==> config.mk <==
export PLATFORM = sky130hd
export DESIGN_NAME = imm_gen_pipe
export DESIGN_NICKNAME = d
export VERILOG_FILES = /design/src/rtl/imm_pkg.sv /design/src/rtl/imm_decode.sv /design/src/rtl/imm_gen_pipe.sv
export SDC_FILE = /design/constraint.sdc
export NUM_CORES = 1
export LEC_CHECK = 0
export ABC_AREA = 1
export BUFFER_PORTS_ARGS = -buffer_cell sky130_fd_sc_hd__buf_2
export CAP_MARGIN = 20
export CORE_MARGIN = 4
export CORE_UTILIZATION = 56
export CTS_BUF_LIST = sky130_fd_sc_hd__clkbuf_8
export DETAILED_ROUTE_END_ITERATION = 10
export GPL_TIMING_DRIVEN = 0
export PLACE_DENSITY_LB_ADDON = 0.12
export SETUP_SLACK_MARGIN = 0.2
export SLEW_MARGIN = 10
export SYNTH_ARGS = -nofsm -noshare
export SYNTH_HDL_FRONTEND = slang
export SYNTH_SLANG_ARGS = --single-unit
==> constraint.sdc <==
create_clock -name clk -period 4.55 [get_ports clk]
set_input_delay 0.2275 -clock clk [delete_from_list [all_inputs] [get_ports clk]]
set_output_delay 0.2275 -clock clk [all_outputs]
set_load 0.02 [all_outputs]
==> src/rtl/imm_pkg.sv <==
// Shared immediate-format encoding and RV opcode constants for the immediate generator.
package imm_pkg;

  typedef enum logic [2:0] {
    FmtNone = 3'd0,
    FmtI    = 3'd1,
    FmtS    = 3'd2,
    FmtB    = 3'd3,
    FmtU    = 3'd4,
    FmtJ    = 3'd5
  } imm_fmt_e;

  localparam logic [6:0] OpLoad   = 7'b0000011;
  localparam logic [6:0] OpImm    = 7'b0010011;
  localparam logic [6:0] OpImm32  = 7'b0011011;
  localparam logic [6:0] OpJalr   = 7'b1100111;
  localparam logic [6:0] OpStore  = 7'b0100011;
  localparam logic [6:0] OpBranch = 7'b1100011;
  localparam logic [6:0] OpLui    = 7'b0110111;
  localparam logic [6:0] OpAuipc  = 7'b0010111;
  localparam logic [6:0] OpJal    = 7'b1101111;

endpackage

==> src/rtl/imm_decode.sv <==
// Combinational opcode decode and immediate extraction, sign-extended to XLEN bits.
module imm_decode
  import imm_pkg::*;
#(
  parameter int unsigned XLEN = 64
) (
  input  logic [31:0]     instr_i,
  output logic [XLEN-1:0] imm_o,
  output logic [2:0]      fmt_o,
  output logic            illegal_o
);

  imm_fmt_e    fmt;
  logic [31:0] imm32;

  always_comb begin
    fmt       = FmtNone;
    illegal_o = 1'b0;
    unique case (instr_i[6:0])
      OpLoad, OpImm, OpImm32, OpJalr: fmt = FmtI;
      OpStore:                        fmt = FmtS;
      OpBranch:                       fmt = FmtB;
      OpLui, OpAuipc:                 fmt = FmtU;
      OpJal:                          fmt = FmtJ;
      default:                        illegal_o = 1'b1;
    endcase
  end

  always_comb begin
    imm32 = '0;
    case (fmt)
      FmtI: imm32 = {{20{instr_i[31]}}, instr_i[31:20]};
      FmtS: imm32 = {{20{instr_i[31]}}, instr_i[31:25], instr_i[11:7]};
      FmtB: imm32 = {{19{instr_i[31]}}, instr_i[31], instr_i[7], instr_i[30:25],
                     instr_i[11:8], 1'b0};
      FmtU: imm32 = {instr_i[31:12], 12'b0};
      FmtJ: imm32 = {{11{instr_i[31]}}, instr_i[31], instr_i[19:12], instr_i[20],
                     instr_i[30:21], 1'b0};
      default: imm32 = '0;
    endcase
  end

  // imm32 is already sign-correct; widen by replicating its top bit.
  always_comb begin
    imm_o        = '0;
    imm_o[31:0]  = imm32;
    for (int unsigned b = 32; b < XLEN; b++) begin
      imm_o[b] = imm32[31];
    end
  end

  assign fmt_o = fmt;

endmodule

==> src/rtl/imm_gen_pipe.sv <==
// One-stage valid/ready immediate generator with a saturating illegal-opcode counter.
module imm_gen_pipe
  import imm_pkg::*;
#(
  parameter int unsigned XLEN  = 64,
  parameter int unsigned CNT_W = 16
) (
  input  logic             clk,
  input  logic             reset,
  input  logic             in_valid,
  input  logic [31:0]      in_instr,
  output logic             in_ready,
  output logic             out_valid,
  input  logic             out_ready,
  output logic [XLEN-1:0]  out_imm,
  output logic [2:0]       out_fmt,
  output logic             out_illegal,
  input  logic             cnt_clr,
  output logic [CNT_W-1:0] illegal_cnt
);

  logic [XLEN-1:0]  dec_imm;
  logic [2:0]       dec_fmt;
  logic             dec_illegal;
  logic             accept;

  logic             out_valid_q, out_valid_d;
  logic [XLEN-1:0]  out_imm_q, out_imm_d;
  logic [2:0]       out_fmt_q, out_fmt_d;
  logic             out_illegal_q, out_illegal_d;
  logic [CNT_W-1:0] cnt_q, cnt_d;

  imm_decode #(
    .XLEN(XLEN)
  ) u_decode (
    .instr_i   (in_instr),
    .imm_o     (dec_imm),
    .fmt_o     (dec_fmt),
    .illegal_o (dec_illegal)
  );

  assign in_ready = !reset && (!out_valid_q || out_ready);
  assign accept   = in_valid && in_ready;

  always_comb begin
    out_valid_d   = out_valid_q;
    out_imm_d     = out_imm_q;
    out_fmt_d     = out_fmt_q;
    out_illegal_d = out_illegal_q;
    if (accept) begin
      out_valid_d   = 1'b1;
      out_imm_d     = dec_imm;
      out_fmt_d     = dec_fmt;
      out_illegal_d = dec_illegal;
    end else if (out_ready) begin
      out_valid_d = 1'b0;
    end
  end

  // Clear wins over a same-cycle increment; saturate instead of wrapping.
  always_comb begin
    cnt_d = cnt_q;
    if (cnt_clr) begin
      cnt_d = '0;
    end else if (accept && dec_illegal && (cnt_q != {CNT_W{1'b1}})) begin
      cnt_d = cnt_q + CNT_W'(1);
    end
  end

  always_ff @(posedge clk) begin
    if (reset) begin
      out_valid_q   <= 1'b0;
      out_imm_q     <= '0;
      out_fmt_q     <= FmtNone;
      out_illegal_q <= 1'b0;
      cnt_q         <= '0;
    end else begin
      out_valid_q   <= out_valid_d;
      out_imm_q     <= out_imm_d;
      out_fmt_q     <= out_fmt_d;
      out_illegal_q <= out_illegal_d;
      cnt_q         <= cnt_d;
    end
  end

  assign out_valid   = out_valid_q;
  assign out_imm     = out_imm_q;
  assign out_fmt     = out_fmt_q;
  assign out_illegal = out_illegal_q;
  assign illegal_cnt = cnt_q;

endmodule

==> results of run 1 <==
kinds of logic after synthesis:
| group | synth area share |
|---|---|
| AO/OA/AOI/OAI | 0.09322 |
| flip-flops | 0.2994 |
| AND/OR/NAND/NOR | 0.4350 |
| adder cells (fa/ha/maj) | 0.003531 |
| buffers and inverters | 0.1515 |
| XOR/XNOR | 0.01730 |
cells in the mapped netlist (2+ instances only):
master,count,area (sq um)
nor2_8,2,40.04
nand2_2,14,87.58
buf_4,35,262.8
nand4_1,21,131.4
a21oi_2,16,140.1
inv_1,31,116.4
inv_2,7,26.28
nor3_1,12,60.06
nor2_4,3,33.78
xnor2_1,4,35.03
nand3_1,31,155.2
nand3_2,3,30.03
dfxtp_1,53,1061
buf_6,3,33.78
nor2_1,50,187.7
nand2_1,164,615.6
nand3_4,3,52.55
xor2_1,3,26.28
o21ai_0,4,20.02
clkbuf_1,9,33.78
buf_2,8,40.04
nor2_2,4,25.02
nand3b_1,11,82.58
a21oi_1,34,170.2
tightest hold or removal path: cells and delay by family:
family                 cells  cell delay, ns
buffers and inverters      1            0.08
AND/OR/NAND/NOR            3            0.12
state kept, by name (all words and copies together), names as in the netlist:
name and count:
illegal_cnt 16, out_fmt 3, out_illegal 1, out_imm 32
out_valid 1
where the power goes:
| group | switching, mW | internal (mW) | leakage [nW] |
|---|---|---|---|
| Sequential | 0.00341 | 0.468 | 0.428 |
| Combinational | 0.0794 | 0.0389 | 1.73 |
| Clock | 0.175 | 0.113 | 0.0452 |
metrics by stage:
stage | utilization | setup WS (ns)
floorplan | - | 2.852
finish | 0.7205 | 2.613
global route | 0.7205 | 2.449
CTS | 0.7205 | 2.598
global placement | 0.7049 | 2.795
detailed placement | 0.7049 | 2.764
layer usage:
| metal | up-vias | global-route usage | share of wire |
|---|---|---|---|
| met5 | - | 0 | 0 |
| met4 | 0 | 0.07950 | 0.014 |
| met3 | 13 | 0.04421 | 0.078 |
| met2 | 152 | 0.4452 | 0.49 |
| met1 | 1698 | 0.3111 | 0.42 |
| li1 | 1940 | - | - |
final cells by class:
cell class / instances / area (sq um)
Buffer: 57 / 394.1
Clock buffer: 5 / 68.82
Clock inverter: 3 / 25.02
Fill cell: 553 / 1684
Inverter: 38 / 142.6
Multi-Input combinational cell: 384 / 1946
Sequential cell: 53 / 1061
Tap cell: 75 / 93.84
Timing Repair Buffer: 122 / 610.6
how the worst max path moves through the flow:
stage	startpoint	end	cells past startpoint
global placement	illegal_cnt[0]	illegal_cnt[7]	8
detailed placement	illegal_cnt[0]	illegal_cnt[2]	8
global route	out_imm[31]	out_imm[36]	2
CTS	out_imm[31]	out_imm[33]	2
finish	out_imm[31]	out_imm[33]	2
floorplan	illegal_cnt[0]	illegal_cnt[2]	8
==> impl_metrics.env, run 1 <==
export IMPL_final_cell_mix="164 x nand2_1, 130 x buf_2, 53 x dfxtp_1, 50 x nor2_1, 35 x buf_4"
export IMPL_drt_first_pass_iters=5
export IMPL_grt_pass1_vias=3537
export IMPL_syn_nets=570
export IMPL_synth_edf_count=0
export IMPL_area_delta_synth_final_pct=22.53
export IMPL_wire_per_inst_um=12.96
export IMPL_layout_nets=699
export IMPL_path_delay_family="flip-flops"
export IMPL_dpl_cell_area_sq_mm=0.004248
export IMPL_fin_crit_sh=0.4257
export IMPL_gr_usage_all_layers=0.2523
export IMPL_tightest_slew_ns=1.024
export IMPL_grt_start_max_net_pins=35
export IMPL_routed_via_density=5.160
export IMPL_p_leak_nw=2.206
export IMPL_overflow=0
export IMPL_postSynthAreaPerCell_sq_um=6.661
export IMPL_yosysWarnings=0
export IMPL_p_per_area_mw_per_mm2=202.1
export IMPL_slowest_stage="dfxtp_1"
export IMPL_path_class="register to primary output"
export IMPL_core_sq_mm=0.006026
export IMPL_rsz0062_at_grt="no"
export IMPL_worstPathRequired_ns=4.32
export IMPL_max_freq_mhz=516.3
export IMPL_path_buf_inv=2
export IMPL_setup_viol=0
export IMPL_dieWidth_um=87.55
export IMPL_critPathCaptureType="primary output"
export IMPL_wl_mm=9.555
export IMPL_clk_latency_ns=0.31
export IMPL_ant_nets=0
export IMPL_ir_worst_vdd_uv=161.9
export IMPL_layout_drive_gt1_share=0.3489
export IMPL_grt_pass1_wl_mm=15.73
export IMPL_port_buffers=122
export IMPL_n_antenna_cell=0
export IMPL_holdPathEnd="illegal_cnt[0]"
export IMPL_fin_crit_ns=1.937
export IMPL_r2r_start="illegal_cnt[0]"
export IMPL_dp_hpwl_mm=7.372
export IMPL_slew_violations=0
export IMPL_finalSetupTns_ns=0
export IMPL_root_buffer="clkbuf_8"
export IMPL_cts_num_sinks=53
export IMPL_vias=3803
export IMPL_fin_hold_ws_ns=0.1521
export IMPL_crit_path_cell_trace="buf_4 -> buf_2"
export IMPL_cts_buffers=5
export IMPL_start_kind="register"
export IMPL_clk_pin_slew_worst_paths_ns=0.11
export IMPL_drt_first_iter_violations=212
export IMPL_start_util=0.5880
export IMPL_die_area_sq_mm=0.007664
export IMPL_whs_path_depth=4
export IMPL_critPathMaxFanout=34
export IMPL_cts_tree="built"
export IMPL_cts_setup_buffers=0
export IMPL_r2r_cells=8
export IMPL_core_rowCount=28
export IMPL_status="finished clean"
export IMPL_finalPower_mw=0.8773
export IMPL_slew_headroom=0.3166
export IMPL_layout_commonest_cell="nand2_1"
export IMPL_gp_congestion=0.8984
export IMPL_fin_cells=737
export IMPL_ctsHoldBuffers=0
export IMPL_placed_cells=729
export IMPL_antenna_found_initial=0
export IMPL_fp_dieH_um=87.55
export IMPL_stdcell_area_sq_mm=0.004342
export IMPL_synth_async_reset_ratio=0
export IMPL_cpPeakStageDelay_ns=1.01
export IMPL_worstReg2RegEnd="illegal_cnt[2]"
export IMPL_finalHoldViolations=0
export IMPL_synth_seq_cells=53
export IMPL_htree_levels=2
export IMPL_clockBufferDepth=2
export IMPL_synthCells=532
export IMPL_min_path_type="input port to register"
export IMPL_regToRegSetupSlack_ns=2.73
export IMPL_syn_cell_area_sq_mm=0.003543
export IMPL_finalClockSkew_ns=0.009259
export IMPL_cap_violations=0
export IMPL_synthFlopType="dfxtp_1"
export IMPL_cp_arrival_ns=1.71
export IMPL_ctsResizeCount=0
export IMPL_synth_cell_types=31
export IMPL_route_detailed_drc=0
export IMPL_ys_seq_area_frac=0.2994
export IMPL_ios=123
export IMPL_min_from="cnt_clr"
No activity file was read; power rests on OpenSTA's default activity.
==> run 2, diff against run 1 <==
Settings changed: CORE_UTILIZATION 56 to 52.
Clock period 4.55 ns to 1.98 ns, I/O delays scaled along.
==> run 2 against run 1 <==
Worst setup slack lost 2.3 ns. Sequential share of layout area down 0.13 points. Clock power grew to 2.6 times the previous value. Count of clock-buffer cells in the layout did not move. Design area is 0.89% higher. Wire length increased by 1.5%. Total power up 140%. Global-route usage fell by 2.4 points. Highest routed layer unchanged.
==> impl_metrics.env, run 2 (synthesized netlist as in run 1, its figures left out) <==
export IMPL_crit_path_start="illegal_cnt[6]"
export IMPL_fin_crit_ns=1.652
export IMPL_gr_usage_all_layers=0.2280
export IMPL_layout_nets=699
export IMPL_share_comb_of_total_power=0.128
export IMPL_worstPathRequired_ns=2.22
export IMPL_cap_violations=0
export IMPL_layout_drive_gt1_share=0.3565
export IMPL_area_delta_synth_final_pct=23.62
export IMPL_ctsResizeCount=3
export IMPL_path_class="register to register"
export IMPL_htree_levels=2
export IMPL_dp_hpwl_mm=7.468
export IMPL_ir_worst_vdd_uv=392.1
export IMPL_wire_per_inst_um=13.13
export IMPL_min_path_type="input port to register"
export IMPL_finalSetupTns_ns=0
export IMPL_layout_commonest_cell="nand2_1"
export IMPL_drt_first_iter_violations=147
export IMPL_status="finished clean"
export IMPL_n_antenna_cell=0
export IMPL_wl_mm=9.703
export IMPL_cts_tree="built"
export IMPL_cts_setup_buffers=0
export IMPL_power_switching_mw=0.5657
export IMPL_critPathMaxFanout=10
export IMPL_grt_pass1_wl_mm=15.88
export IMPL_setup_viol=0
export IMPL_p_leak_nw=2.221
export IMPL_finalClockSkew_ns=0.009559
export IMPL_ant_nets=0
export IMPL_grt_start_max_net_pins=35
export IMPL_core_sq_mm=0.006495
export IMPL_cts_num_sinks=53
export IMPL_tightest_slew_ns=0.7214
export IMPL_vias=3776
export IMPL_port_buffers=122
export IMPL_seqPwrFrac=0.514
export IMPL_fp_dieH_um=90.55
export IMPL_fin_hold_ws_ns=0.03986
export IMPL_slew_headroom=0.5191
export IMPL_cp_arrival_ns=1.89
export IMPL_fin_ws_ns=0.3278
export IMPL_fin_util=0.6744
export IMPL_drt_first_pass_iters=5
export IMPL_p_int_mw=1.545
export IMPL_die_area_sq_mm=0.008199
export IMPL_fin_crit_sh=0.8344
export IMPL_dpl_worst_slack_ns=0.1580
export IMPL_root_buffer="clkbuf_8"
export IMPL_core_rowCount=29
export IMPL_routed_via_density=5.110
export IMPL_final_cell_mix="164 x nand2_1, 130 x buf_2, 50 x nor2_1, 50 x dfxtp_1, 35 x buf_4"
export IMPL_r2r_start="illegal_cnt[6]"
export IMPL_start_util=0.5456
export IMPL_overflow=0
export IMPL_switching_share=0.2680
export IMPL_dieWidth_um=90.55
export IMPL_clk_pin_slew_worst_paths_ns=0.10
export IMPL_critPathCaptureType="register"
export IMPL_rsz0062_at_grt="yes"
export IMPL_finalPower_mw=2.111
export IMPL_ctsHoldBuffers=0
export IMPL_cts_buffers=5
export IMPL_grt_pass1_vias=3543
export IMPL_largest_reg_flops=32
export IMPL_gp_congestion=0.9412
export IMPL_p_clk_frac=0.358
export IMPL_finalHoldViolations=0
export IMPL_p_per_area_mw_per_mm2=481.9
export IMPL_max_freq_mhz=605.3
export IMPL_route_detailed_drc=0
export IMPL_clockBufferDepth=2
export IMPL_clk_latency_ns=0.31
export IMPL_start_kind="register"
export IMPL_ios=123
export IMPL_slew_violations=0
export IMPL_min_from="cnt_clr"
export IMPL_antenna_found_initial=0
run 2: changes by cell type in the layout (fill, tap and decap cells not counted), sizes merged:
cell,change
inv,-1
bufinv,+1
clkinv,+1
clkinvlp,-1
run 2: worst max-delay path, stage by stage (launching register included):
cell,delay [ns]
dfxtp_1,0.45
nand2_1,0.13
nand3b_1,0.18
nor2_2,0.14
nand3_4,0.14
nand3_4,0.18
buf_12,0.16
nand2_2,0.06
a21oi_2,0.12
run 2: area by class of cell:
type                    count  area [sq um]
fillers                   633          2115
multi-input cells         384          1958
flip-flops and latches     53          1065
repair buffers            122         610.6
plain buffers              57         395.4
inverters                  38         142.6
well taps                  77         96.34
clock buffers               5         68.82
clock inverters             3         43.79
run 2: stage by stage:
step	area, sq um	std cells
floorplan	3543	532
global placement	4250	731
detailed placement	4250	731
CTS	4368	739
global route	4380	739
finish	4380	739
run 2: path summary, 6_finish.rpt:
check,to,slack (ns),depth (start not counted)
hold / removal,illegal_cnt[0],0.04,4
setup reg to reg,illegal_cnt[10],0.33,8
setup / recovery,illegal_cnt[10],0.33,8
hold reg to reg,out_imm[5],0.47,2
run 2: power by group through the flow:
stage / Combinational [mW] / Sequential [mW] / Clock [mW]
finish: 0.271 / 1.08 / 0.755
global route: 0.295 / 1.09 / 0.816
CTS: 0.270 / 1.08 / 0.763
detailed placement: 0.270 / 1.11 / 0
global placement: 0.266 / 1.11 / 0
floorplan: 0.150 / 1.12 / 0
run 2: layer usage:
layer / track usage / routed length (um) / vias to the layer above
li1: - / - / 1936
met1: 0.2785 / 4168 / 1694
met2: 0.4077 / 4800 / 130
met3: 0.03500 / 606 / 16
met4: 0.07143 / 127 / 0
met5: 0 / 0 / -
==> run 3, diff against run 2 <==
Settings changed: ABC_AREA 1 to 0, CORE_UTILIZATION 52 to 48.
Clock period 1.98 ns to 1.7 ns, I/O delays scaled along.
==> run 3 against run 2 <==
The run now ends with setup timing left. First-iteration DRC count is 16% lower. Maximum frequency is 7.4% lower. Design area is 9.9% lower. Die area is 17% lower. Sequential share of layout area is 3.8 points higher.
==> impl_metrics.env, run 3 <==
export IMPL_final_cell_mix="123 x buf_2, 52 x buf_4, 38 x a21oi_1, 37 x nand2_1, 37 x dfxtp_1"
export IMPL_n_antenna_cell=0
export IMPL_min_path_type="input port to register"
export IMPL_tightest_slew_ns=0.6937
export IMPL_share_comb_of_total_power=0.128
export IMPL_postSynthAreaPerCell_sq_um=8.247
export IMPL_seqPwrFrac=0.554
export IMPL_ir_worst_vdd_uv=415.9
export IMPL_fin_util=0.7539
export IMPL_cap_violations=0
export IMPL_p_clk_frac=0.318
export IMPL_regToRegSetupSlack_ns=-0.08
export IMPL_r2r_cells=6
export IMPL_synth_async_reset_ratio=0
export IMPL_wl_mm=8.626
export IMPL_synth_seq_cells=53
export IMPL_root_buffer="clkbuf_8"
export IMPL_syn_nets=361
export IMPL_fin_crit_sh=1.050
export IMPL_antenna_found_initial=0
export IMPL_drt_first_iter_violations=123
export IMPL_synth_cell_types=45
export IMPL_largest_reg_flops=32
export IMPL_ys_seq_area_frac=0.3983
export IMPL_cts_num_sinks=53
export IMPL_cp_arrival_ns=1.97
export IMPL_vias=2936
export IMPL_p_per_area_mw_per_mm2=566.3
export IMPL_critPathCaptureType="register"
export IMPL_fin_crit_ns=1.785
export IMPL_finalClockSkew_ns=0.008638
export IMPL_dp_hpwl_mm=5.827
export IMPL_start_util=0.5086
export IMPL_die_area_sq_mm=0.006805
export IMPL_wire_per_inst_um=15.71
export IMPL_setup_viol=3
export IMPL_yosysWarnings=0
export IMPL_path_class="register to register"
export IMPL_ant_nets=0
export IMPL_yosys_area_top_type="dfxtp_1"
export IMPL_whs_path_depth=2
export IMPL_yosysMostFrequentCell="dfxtp_1"
export IMPL_switching_share=0.2689
export IMPL_cts_tree="built"
export IMPL_area_delta_synth_final_pct=48.24
export IMPL_start_kind="register"
export IMPL_synthFlopType="dfxtp_1"
export IMPL_core_rowCount=26
export IMPL_fin_ws_ns=-0.08498
export IMPL_synth_area_top_cells="dfxtp_1 40%, buf_4 9.6%, a21oi_1 7.9%"
export IMPL_power_switching_mw=0.6012
export IMPL_slew_violations=0
export IMPL_fin_cells=549
export IMPL_fin_hold_ws_ns=0.01212
export IMPL_ios=123
export IMPL_drt_first_pass_iters=4
export IMPL_placed_cells=513
export IMPL_synth_common_cells="53 x dfxtp_1, 42 x a21oi_1, 39 x nand2_1"
export IMPL_port_buffers=120
export IMPL_p_leak_nw=1.884
export IMPL_fp_dieH_um=82.50
export IMPL_synthCells=323
export IMPL_gr_usage_all_layers=0.2449
export IMPL_slew_headroom=0.5332
export IMPL_grt_start_max_net_pins=35
export IMPL_rsz0062_at_grt="yes"
export IMPL_layout_commonest_cell="buf_2"
export IMPL_max_freq_mhz=560.2
export IMPL_routed_via_density=5.348
export IMPL_core_sq_mm=0.005238
export IMPL_clk_pin_slew_worst_paths_ns=0.10
export IMPL_syn_cell_area_sq_mm=0.002664
export IMPL_layout_drive_gt1_share=0.5219
export IMPL_worstPathRequired_ns=1.89
export IMPL_critPathMaxFanout=6
export IMPL_layout_nets=516
export IMPL_htree_levels=2
export IMPL_synth_top_area_share=0.3983
export IMPL_overflow=0
export IMPL_gp_congestion=0.8994
export IMPL_dieWidth_um=82.50
export IMPL_violations="setup timing"
export IMPL_finalSetupTns_ns=-0.1182
export IMPL_p_int_mw=1.635
export IMPL_cts_buffers=5
export IMPL_grt_pass1_wl_mm=12.90
export IMPL_synth_edf_count=0
export IMPL_route_detailed_drc=0
export IMPL_grt_pass1_vias=2674
export IMPL_clk_latency_ns=0.31
export IMPL_finalHoldViolations=0
export IMPL_clockBufferDepth=2
export IMPL_status="finished with violations"
==> run 3: final timing paths <==
| kind | startpoint | endpoint |
|---|---|---|
| worst min register to register | out_imm[22] | out_imm[22] |
| worst min-delay path | in_instr[27] | out_imm[7] |
| worst max register to register | illegal_cnt[12] | illegal_cnt[11] |
| worst max-delay path | illegal_cnt[12] | illegal_cnt[11] |
==> run 3: logic make-up (layout without fill, tap and decap cells) <==
group,count (synthesis),count (layout),share of synthesized area
mux,2,2,0.007985
buf+inv,56,212,0.1320
simple gates,104,104,0.2104
flops,53,53,0.3983
fa+ha+maj,1,1,0.004696
compound gates,107,107,0.2466
==> run 3: through the flow <==
stage	setup slack (ns)	instance area, sq um	power, mW
CTS	0.05705	3855	2.246
global placement	-0.1069	3451	1.509
floorplan	0.08420	2763	1.412
finish	-0.08498	3949	2.236
global route	-0.1400	3949	2.328
detailed placement	-0.1424	3451	1.513
==> run 3: timing repair <==
| action | CTS | global route |
|---|---|---|
| buffers inserted | 19 | 4 |
| pin swaps | 23 | 10 |
| gates resized for setup | 32 | 18 |
| cloned | 1 | 0 |
| endpoints found under the setup margin | 82 | 81 |
| hold buffers | 4 | 0 |
| hold endpoints to repair | 4 | 0 |
==> run 3: per-layer routing <==
layer  up-vias  track usage  wire [um]
met5         -            0          0
met4         0      0.08170        184
met3        18      0.06291        669
met2       133       0.4263       4230
met1      1331       0.2921       3542
li1       1454            -          -
==> run 3: layout make-up <==
type                    instances  area, sq um
plain buffers                  52        361.6
clock buffers                   5        68.82
clock inverters                 3        16.27
fillers                       404         1289
inverters                       4        15.01
multi-input cells             214         1436
flip-flops and latches         53         1111
well taps                      70        87.58
repair buffers                148        852.1
==> run 3: worst max-delay path: stages, from the launching register on <==
cell and delay, ns:
dfxtp_4 0.38, nand4_1 0.13, buf_4 0.16, or4_4 0.52
nand4_1 0.21, or3_1 0.19, a21oi_1 0.08
==> run 3: power groups by stage <==
stage          sequential, mW  combinational, mW  clock [mW]
2_1_floorplan            1.28              0.134           0
3_3_place_gp             1.27              0.241           0
3_5_place_dp             1.27              0.244           0
4_1_cts                  1.24              0.276       0.730
5_1_grt                  1.24              0.310       0.779
6_report                 1.24              0.286       0.711
